===== src/rtl/ps2_host_tx.sv =====
// Host-to-device PS/2 transmitter: request-to-send, 11-clock frame driven on device clocks,
// acknowledge check, and done/error reporting with an overall transfer timeout.
module ps2_host_tx #(
  parameter int INHIBIT_CYCLES = 5000,
  parameter int TIMEOUT_CYCLES = 750000,
  parameter int FILTER_LEN     = 8
) (
  input  logic       clk,
  input  logic       rst_n,
  input  logic [7:0] tx_data,
  input  logic       tx_start,
  input  logic       ps2_clk_in,
  input  logic       ps2_data_in,
  output logic       ps2_clk_oe,
  output logic       ps2_data_oe,
  output logic       busy,
  output logic       tx_done,
  output logic       tx_error
);

  localparam int INH_W = $clog2(INHIBIT_CYCLES + 1);
  localparam int TO_W  = $clog2(TIMEOUT_CYCLES + 1);
  localparam logic [INH_W-1:0] INH_LAST = INH_W'(INHIBIT_CYCLES - 1);
  localparam logic [TO_W-1:0]  TO_LIMIT = TO_W'(TIMEOUT_CYCLES);

  typedef enum logic [2:0] {
    S_IDLE, S_INHIBIT, S_START, S_SHIFT, S_ACK, S_WAIT_IDLE
  } state_t;

  logic                  clk_s1_q, clk_s2_q, dat_s1_q, dat_s2_q;
  logic [FILTER_LEN-1:0] filt_q;
  logic                  lvl_q, fall_q;

  state_t                state_q;
  logic [9:0]            shift_q;
  logic [3:0]            bitcnt_q;
  logic [INH_W-1:0]      inh_q;
  logic [TO_W-1:0]       to_q, to_d;
  logic                  ack_q;
  logic                  to_expired;

  // Lines idle high, so synchronizers and the deglitch filter come out of reset at 1.
  always_ff @(posedge clk or negedge rst_n) begin
    if (!rst_n) begin
      clk_s1_q <= 1'b1;
      clk_s2_q <= 1'b1;
      dat_s1_q <= 1'b1;
      dat_s2_q <= 1'b1;
      filt_q   <= '1;
      lvl_q    <= 1'b1;
      fall_q   <= 1'b0;
    end else begin
      clk_s1_q <= ps2_clk_in;
      clk_s2_q <= clk_s1_q;
      dat_s1_q <= ps2_data_in;
      dat_s2_q <= dat_s1_q;
      filt_q   <= {filt_q[FILTER_LEN-2:0], clk_s2_q};
      if (filt_q == '0) begin
        lvl_q <= 1'b0;
      end else if (filt_q == '1) begin
        lvl_q <= 1'b1;
      end
      fall_q <= lvl_q && (filt_q == '0);
    end
  end

  always_comb begin
    to_d       = to_q + 1'b1;
    to_expired = (to_d == TO_LIMIT);
  end

  always_ff @(posedge clk or negedge rst_n) begin
    if (!rst_n) begin
      state_q     <= S_IDLE;
      shift_q     <= '1;
      bitcnt_q    <= '0;
      inh_q       <= '0;
      to_q        <= '0;
      ack_q       <= 1'b1;
      ps2_clk_oe  <= 1'b0;
      ps2_data_oe <= 1'b0;
      busy        <= 1'b0;
      tx_done     <= 1'b0;
      tx_error    <= 1'b0;
    end else begin
      tx_done  <= 1'b0;
      tx_error <= 1'b0;
      case (state_q)
        S_IDLE: begin
          ps2_clk_oe  <= 1'b0;
          ps2_data_oe <= 1'b0;
          busy        <= 1'b0;
          if (tx_start) begin
            shift_q    <= {1'b1, ~^tx_data, tx_data};
            bitcnt_q   <= '0;
            inh_q      <= '0;
            busy       <= 1'b1;
            ps2_clk_oe <= 1'b1;
            state_q    <= S_INHIBIT;
          end
        end
        S_INHIBIT: begin
          if (inh_q == INH_LAST) begin
            ps2_clk_oe  <= 1'b0;
            ps2_data_oe <= 1'b1;
            to_q        <= '0;
            state_q     <= S_START;
          end else begin
            inh_q <= inh_q + 1'b1;
          end
        end
        S_START, S_SHIFT, S_ACK, S_WAIT_IDLE: begin
          to_q <= to_d;
          if (to_expired) begin
            ps2_clk_oe  <= 1'b0;
            ps2_data_oe <= 1'b0;
            busy        <= 1'b0;
            tx_error    <= 1'b1;
            state_q     <= S_IDLE;
          end else if (state_q == S_ACK) begin
            if (ack_q) begin
              busy     <= 1'b0;
              tx_error <= 1'b1;
              state_q  <= S_IDLE;
            end else begin
              state_q <= S_WAIT_IDLE;
            end
          end else if (state_q == S_WAIT_IDLE) begin
            if (lvl_q && dat_s2_q) begin
              busy    <= 1'b0;
              tx_done <= 1'b1;
              state_q <= S_IDLE;
            end
          end else if (fall_q) begin
            // Falls 1..10 put frame bits out; the 11th is the device acknowledge clock.
            if (state_q == S_SHIFT && bitcnt_q == 4'd10) begin
              ack_q   <= dat_s2_q;
              state_q <= S_ACK;
            end else begin
              ps2_data_oe <= ~shift_q[0];
              shift_q     <= {1'b1, shift_q[9:1]};
              bitcnt_q    <= bitcnt_q + 1'b1;
              state_q     <= S_SHIFT;
            end
          end
        end
        default: state_q <= S_IDLE;
      endcase
    end
  end

endmodule


===== config.mk =====
export PLATFORM = sky130hd
export DESIGN_NAME = ps2_host_tx
export DESIGN_NICKNAME = d
export VERILOG_FILES = /design/src/rtl/ps2_host_tx.sv
export SDC_FILE = /design/constraint.sdc
export NUM_CORES = 1
export LEC_CHECK = 0
export ABC_AREA = 1
export CAP_MARGIN = 20
export CORE_MARGIN = 2
export CORE_UTILIZATION = 55
export DETAILED_ROUTE_END_ITERATION = 16
export GPL_TIMING_DRIVEN = 0
export HOLD_SLACK_MARGIN = 0.02
export MAX_ROUTING_LAYER = met4
export PLACE_DENSITY_LB_ADDON = 0.25
export SLEW_MARGIN = 15
export SYNTH_ARGS = -nofsm -noshare
export SYNTH_HDL_FRONTEND = slang
export SYNTH_SLANG_ARGS = --single-unit

===== constraint.sdc =====
create_clock -name clk -period 2.16 [get_ports clk]
set_clock_uncertainty 0.1 [all_clocks]
set_input_delay 0.432 -clock clk [delete_from_list [all_inputs] [get_ports clk]]
set_output_delay 0.432 -clock clk [all_outputs]
set_load 0.005 [all_outputs]

### Yosys cells after proc, flatten, opt, wreduce, memory -nomap -nowiden

Cells that the tools add are included.

| cells by class | value |
|---|---|
| multiplexer cells | 57 |
| add/subtract/negate cells | 3 |
| bitwise gates (word level) | 4 |
| reduce and logical (&&, ||, !) cells | 20 |
| eq/ne operators | 27 |

Operator list:

| cell | number |
|---|---|
| $mux 10 | 6 |
| $pmux 20 s2 | 1 |
| $mux 3 | 9 |
| $mux 13 | 2 |
| $pmux 13 s2 | 1 |
| $mux 1 | 25 |
| $mux 4 | 6 |
| $add 20x1->20 const B | 1 |
| $eq 20x20->1 const B | 1 |
| $mux 20 | 1 |
| $pmux 10 s2 | 1 |
| $ne 2x2->1 const B | 9 |
| $add 13x1->13 const B | 1 |
| $eq 13x13->1 const B | 1 |
| $ne 3x3->1 const B | 4 |
| $ne 4x4->1 const B | 3 |
| $reduce_and 6->1 | 2 |
| $ne 5x5->1 const B | 2 |
| $pmux 3 s3 | 1 |
| $eq 8x8->1 const B | 1 |
| $logic_not 8->1 | 1 |
| $pmux 4 s2 | 1 |
| $reduce_and 4->1 | 2 |
| $reduce_bool 2->1 | 4 |
| 16 further kinds | 25 |

| word-level totals | value |
|---|---|
| output and inout port bits | 5 |
| register bits | 70 |
| word-level logic and storage cells | 129 |
| bits of input ports | 13 |

### Depth between registers and ports, before layout

Gate-level depths: netlist of run 1.

| depth | value |
|---|---|
| depth after elaboration | 8 |
| mapped depth | 17 |
| mapped depth without buffers | 16 |

### Worst setup path before layout of run 1

No wires, ideal clock.

| timing | value |
|---|---|
| kind | register to register |
| start | reg to_q[0] |
| end | reg bitcnt_q[3] |
| required time | 1.939 ns |
| data arrival time | 1.869 ns |
| clock period less this slack | 2.090 ns |
| cell stages (with the launch flop) | 16 |
| library setup time | 0.121 ns |
| path slack | 0.070 ns |
| buffers on the path | 1 |
| path through | dfrtp_1 ha_1 nand2_2 nor2_4 nand2_2 nor2_2 nand3_1 nand2_1 nand2_1 nor2_1 nand3_1 nand2_1 nand2_2 nand2_2 buf_4 o21ai_1 |

| between the ends | value |
|---|---|
| word-level cells in the longest chain between the ends | 4 |

RTL lines:

| what | RTL line | source |
|---|---|---|
| from (decl) | 38 | `logic [TO_W-1:0] to_q, to_d;` |
| from (signal assigned) | 113 | `to_q <= to_d;` |
| $add 20x1->20 | 68 | `to_d = to_q + 1'b1;` |
| $eq 20x20->1 | 69 | `to_expired = (to_d == TO_LIMIT);` |
| $ne 2x2->1 (no source line) | - |  |
| $reduce_and 7->1 (no source line) | - |  |
| to (signal assigned) | 142 | `bitcnt_q <= bitcnt_q + 1'b1;` |
| to (decl) | 36 | `logic [3:0] bitcnt_q;` |

Every way passes these cells.
A chain may end at the register's enable or synchronous reset.

### Worst setup path after layout of run 1

Same ends and word-level chain as after synthesis.

==> results of run 1 <==
==> cell type report <==
| cell class | count | area (um2) | area share |
|---|---|---|---|
| multi-input combinational | 365 | 2160 | 0.436 |
| sequential | 69 | 1760 | 0.356 |
| timing repair buffer | 36 | 352 | 0.0711 |
| inverter | 63 | 236 | 0.0478 |
| clock buffer | 12 | 199 | 0.0402 |
| tap | 96 | 120 | 0.0243 |
| buffer | 8 | 67.6 | 0.0137 |
| clock inverter | 4 | 56.3 | 0.0114 |
==> cell usage after synthesis (all sizes together) <==
library cell / n / area [um2]
a21oi: 9 / 45.0
a22oi: 1 / 7.51
a31oi: 1 / 6.26
and3: 1 / 6.26
buf: 4 / 27.5
clkbuf: 5 / 18.8
clkinv: 2 / 7.51
dfrtp: 46 / 1150
dfstp: 23 / 604
ha: 6 / 75.1
inv: 61 / 229
mux2i: 7 / 70.1
nand2: 132 / 505
nand3: 36 / 180
nand4: 17 / 106
nor2: 61 / 246
nor3: 14 / 70.1
nor3b: 1 / 7.51
nor4: 3 / 18.8
o211a: 1 / 10.0
o21a: 1 / 7.51
o21ai: 38 / 190
o22ai: 13 / 81.3
o31ai: 3 / 22.5
or2: 4 / 25.0
xnor2: 5 / 43.8
xor2: 11 / 96.3
==> metrics by stage <==
stage               TNS, ns   util
floorplan                 0      -
detailed placement    -8.92  0.613
finish                -2.77  0.728
global route          -5.32  0.728
global placement    -106.63  0.611
CTS                   -1.42  0.694
==> timing repair <==
item	CTS	global route
cloned	2	1
setup buffers	9	5
pin swaps	15	15
hold buffers	1	0
endpoints found under the setup margin	43	45
gates resized for setup	58	58
endpoints found under the hold margin	27	0
==> flip-flops by register name (all words and copies together) (netlist names), 3 cells and up <==
signal and cells:
to_q 20, inh_q 13, shift_q 9, filt_q 8, bitcnt_q 4, state_q 3
==> kinds of logic after synthesis <==
group / after synthesis / share of synthesized area
muxes: 7 / 0.0182
xor gates and xnor gates: 16 / 0.0363
DFF: 69 / 0.455
and+or+nand+nor: 269 / 0.302
buffers and inverters: 72 / 0.0733
adders and majority gates: 6 / 0.0194
AOI/OAI and AO/OA: 67 / 0.0959
==> worst paths after layout <==
| path | to | slack (ns) | cells past startpoint |
|---|---|---|---|
| hold reg to reg | clk_s2_q | 0.25 | 0 |
| setup / recovery | bitcnt_q[3] | -0.19 | 16 |
| min in group asynchronous | to_q[14] | 0.45 | 2 |
| max in group asynchronous | shift_q[6] | 0.90 | 3 |
| setup reg to reg | bitcnt_q[3] | -0.19 | 16 |
| hold / removal | clk_s2_q | 0.25 | 0 |
==> power by group <==
group | internal, uW | switching (uW)
clock network | 752 | 542
registers | 1620 | 251
logic | 941 | 1390
==> critical path: cells and delay by family, from the launching register on <==
kind,cells,cell delay [ns]
AND/OR/NAND/NOR,13,1.32
flip-flops,1,0.42
adder cells (fa/ha/maj),1,0.19
buffers and inverters,1,0.14
AO/OA/AOI/OAI,1,0.08
==> routing by layer <==
layer,track usage,up-vias
met4,0.124,0
met1,0.349,1744
met5,-,-
li1,-,1753
met2,0.422,137
met3,0.0509,32
==> impl_metrics.json, run 1 <==
{
  "layout-drive-gt1-share": 0.253,
  "num-fill-cells": 504,
  "min_from": "clk_s1_q",
  "tritoncts": "yes",
  "avgSynthCellArea_um2": 7.63,
  "crit_required_ns": 2.33,
  "status": "finished with violations",
  "overflow": 0,
  "crit_fanout": 7,
  "dr_wl_met2_um": 4670,
  "yosys_warnings": 0,
  "end_kind": "register",
  "ant_nets": 0,
  "yosysSeqAreaShare": 0.455,
  "core_area_um2": 6790,
  "setup_slack_ns": -0.187,
  "slowest_stage": "dfrtp_1",
  "wl_met1_um": 4090,
  "max_freq_mhz": 426,
  "design_area_um2": 4940,
  "synth_cell_types": 34,
  "place_area_um2": 4170,
  "rsz0062_at_grt": "yes",
  "final_cells": 653,
  "drc": 0,
  "hold-worst-slack_ns": 0.255,
  "arrival_ns": 2.52,
  "fin_crit_sh": 1.09,
  "route.detailed.wl_per_inst_um": 14.7,
  "netlist_instances": 506,
  "gp_congestion": 0.926,
  "first_iter_violations": 281,
  "clkSinkCount": 69,
  "violations": "negative setup slack",
  "path_class": "reg -> reg",
  "clk_path_buf_depth": 2,
  "firstDrtPassIters": 5,
  "insertion_delay_ns": 0.35,
  "ys_seq_elements": 69,
  "hp-class": "reg -> reg",
  "synthToLayoutAreaGrowth_pct": 28.1,
  "design.die.area_um2": 7700,
  "finalPower_uw": 5500,
  "pwr_density_cell_nw_per_um2": 1110,
  "fp.dieW_um": 87.8,
  "worst_slew_pin_slew_ns": 0.637,
  "die_h_um": 87.8,
  "grt_max_degree": 39,
  "cts-root-buf": "clkbuf_8",
  "cts_made_buffers": 9,
  "p_leak_uw": 0.00208,
  "io_buffers": 17,
  "startpoint_type": "register",
  "dr_wl_met3_um": 512,
  "maxCapViolCount": 0,
  "finalHoldViolCount": 0,
  "vias": 3666,
  "path_cells": "ha_4 > nand2_4 > nor2_4 > nand2_4 > nor2_4 > nand3_2 > nand2_2 > nand2_1 > nor2_2 > nand3_4 > nand2_2 > nand2_4 > nand2_8 > buf_8 > nand2_2 > o21ai_1",
  "rows": 30,
  "cts.clk_slew.worst_paths_ns": 0.08,
  "place_ws_ns": -0.375,
  "fin_crit_ns": 2.35,
  "netlist_area_um2": 3860,
  "grt_usage": 0.273,
  "nets": 571,
  "setup_violations": 21,
  "initial_core_util": 0.568,
  "critical_path.startpoint": "to_q[0]",
  "wl_um": 9590,
  "syn_nets": 525,
  "grt_antenna_before_repair": 0,
  "ctsHtreeMaxLevel": 3,
  "r2r-start": "to_q[0]",
  "layout_common_cells": "107 x nand2_1, 61 x inv_1, 46 x nor2_1",
  "ir_drop_mv": 0.797,
  "highest_layer": "met4",
  "viasPerCell": 5.61,
  "io_pins": 18,
  "mostFrequentLayoutCell": "nand2_1",
  "cp_slowest_stage_delay_ns": 0.42,
  "slew_headroom": 0.576,
  "grt_pass1_vias": 3430,
  "slew_viol_final": 0,
  "place_inst": 620,
  "grt_first_pass_wirelength_um": 15800,
  "hpwl_um": 6270,
  "diodes": 0
}
Note: power is estimated with default switching activity, not from simulation.
==> run 2, diff against run 1 <==
Settings changed: CORE_UTILIZATION 55 to 60, PLACE_DENSITY set to 0.87, PLACE_DENSITY_LB_ADDON 0.25 to not set.
Clock period 2.16 ns to 2.49 ns, I/O delays scaled along.
==> run 2 against run 1 <==
The run now ends clean. Sequential power shrank 15%. Via count shrank 6.2%. Register-to-register slack better by 0.34 ns. Worst setup slack gained 0.34 ns. Critical endpoint unchanged. Largest power group is now registers. Highest routed layer unchanged.
==> impl_metrics.json, run 2 (synthesized netlist as in run 1, its figures left out) <==
{
  "ant_nets": 0,
  "clk_path_buf_depth": 2,
  "ir_drop_mv": 0.672,
  "drc": 0,
  "crit_required_ns": 2.65,
  "grt_usage": 0.262,
  "seq_area_um2": 1760,
  "core_area_um2": 6280,
  "multi_input_area_um2": 1900,
  "overflow": 0,
  "grt_antenna_before_repair": 0,
  "rows": 29,
  "hp-class": "reg -> reg",
  "route.detailed.wl_per_inst_um": 13.9,
  "arrival_ns": 2.49,
  "wl_um": 8600,
  "layout-drive-gt1-share": 0.147,
  "diodes": 0,
  "ctsHtreeMaxLevel": 3,
  "pwr_density_cell_nw_per_um2": 926,
  "crit_fanout": 10,
  "maxCapViolCount": 0,
  "end_kind": "register",
  "fp.dieW_um": 84.2,
  "fin_crit_sh": 0.938,
  "top_regs": "to_q: 20 flops, inh_q: 13 flops, shift_q: 9 flops",
  "num-fill-cells": 479,
  "io_pins": 18,
  "finalPower_uw": 4150,
  "io_buffers": 17,
  "first_iter_violations": 242,
  "die_h_um": 84.2,
  "path_class": "reg -> reg",
  "design_area_um2": 4480,
  "nets": 558,
  "firstDrtPassIters": 5,
  "max_freq_mhz": 428,
  "largest_reg_flops": 20,
  "clkSinkCount": 69,
  "hold-worst-slack_ns": 0.260,
  "p_leak_uw": 0.00192,
  "gp_congestion": 0.951,
  "synthToLayoutAreaGrowth_pct": 16.2,
  "utilization": 0.714,
  "grt_pass1_vias": 3236,
  "finalHoldViolCount": 0,
  "startpoint_type": "register",
  "setup_violations": 0,
  "worst_slew_pin_slew_ns": 0.593,
  "grt_first_pass_wirelength_um": 14500,
  "layout_common_cells": "123 x nand2_1, 61 x inv_1, 52 x nor2_1",
  "mostFrequentLayoutCell": "nand2_1",
  "hpwl_um": 6110,
  "viasPerCell": 5.54,
  "insertion_delay_ns": 0.35,
  "status": "finished clean",
  "tritoncts": "yes",
  "design.die.area_um2": 7090,
  "cts.clk_slew.worst_paths_ns": 0.07,
  "slew_viol_final": 0,
  "fin_crit_ns": 2.34,
  "place_area_um2": 4140,
  "initial_core_util": 0.615,
  "cts_made_buffers": 9,
  "grt_max_degree": 41,
  "slew_headroom": 0.605,
  "vias": 3439,
  "cts-root-buf": "clkbuf_8",
  "regMostFlops": "to_q"
}
-- run 2: cell types whose count changed in the layout (fill, tap and decap cells not counted), sizes merged --
cell,previous run,this run
buf,26,10
clkbuf,13,15
clkinv,3,5
inv,63,62
-- run 2: what timing repair did --
item / CTS / global route
setup endpoints to repair: 13 / 41
hold buffers: 1 / 0
resized for setup: 1 / 31
setup buffers: 1 / 3
endpoints found under the hold margin: 25 / 0
pin swaps: 0 / 2
-- run 2: per-layer routing --
layer	vias to the layer above	part of all wire	track usage	routed length (um)
li1	1723	-	-	-
met1	1602	0.46	0.344	3970
met2	95	0.48	0.409	4140
met3	19	0.037	0.0560	320
met4	0	0.020	0.0821	175
met5	-	0	-	0
-- run 2: layout make-up --
type	instances	share of cell area
multi-input combinational	365	0.424
sequential	69	0.391
inverter	63	0.0527
timing repair buffer	23	0.0508
clock buffer	11	0.0338
tap	77	0.0215
clock inverter	5	0.0128
buffer	8	0.0126
-- run 2: worst max-delay path, cell delays in order, from the launching register on --
cell     delay [ns]
dfrtp_1        0.44
ha_4           0.19
nand2_2        0.09
nor2_4         0.16
nand2_4        0.10
nor2_2         0.12
nand3_1        0.09
nand2_2        0.10
nand2_1        0.05
nor2_1         0.11
nand3_2        0.13
nand2_2        0.09
nand2_2        0.08
nand2_4        0.11
buf_8          0.14
nand2_1        0.06
o21ai_1        0.09
-- run 2: worst paths after layout --
kind / startpoint / to / slack, ns / cells past startpoint
worst max-delay path: to_q[1] / bitcnt_q[3] / 0.15 / 16
worst min-delay path: clk_s1_q / clk_s2_q / 0.26 / 0
worst max register to register: to_q[1] / bitcnt_q[3] / 0.15 / 16
worst min register to register: clk_s1_q / clk_s2_q / 0.26 / 0
max in group asynchronous: rst_n / shift_q[5] / 1.17 / 3
min in group asynchronous: rst_n / to_q[17] / 0.52 / 2
-- run 2: through the flow --
stage               instances  setup slack (ns)  TNS, ns
floorplan                 506             0.400        0
global placement          600             -1.40   -78.89
detailed placement        601           -0.0301  -0.0854
CTS                       618            0.0208        0
global route              621           -0.0629   -0.155
finish                    621             0.154        0
-- run 2: power breakdown --
group | leakage [uW] | total [uW] | internal [uW] | switching, uW
combinational | 0.000948 | 1600 | 586 | 1020
clock | 0.000110 | 951 | 519 | 432
sequential | 0.000866 | 1600 | 1410 | 193
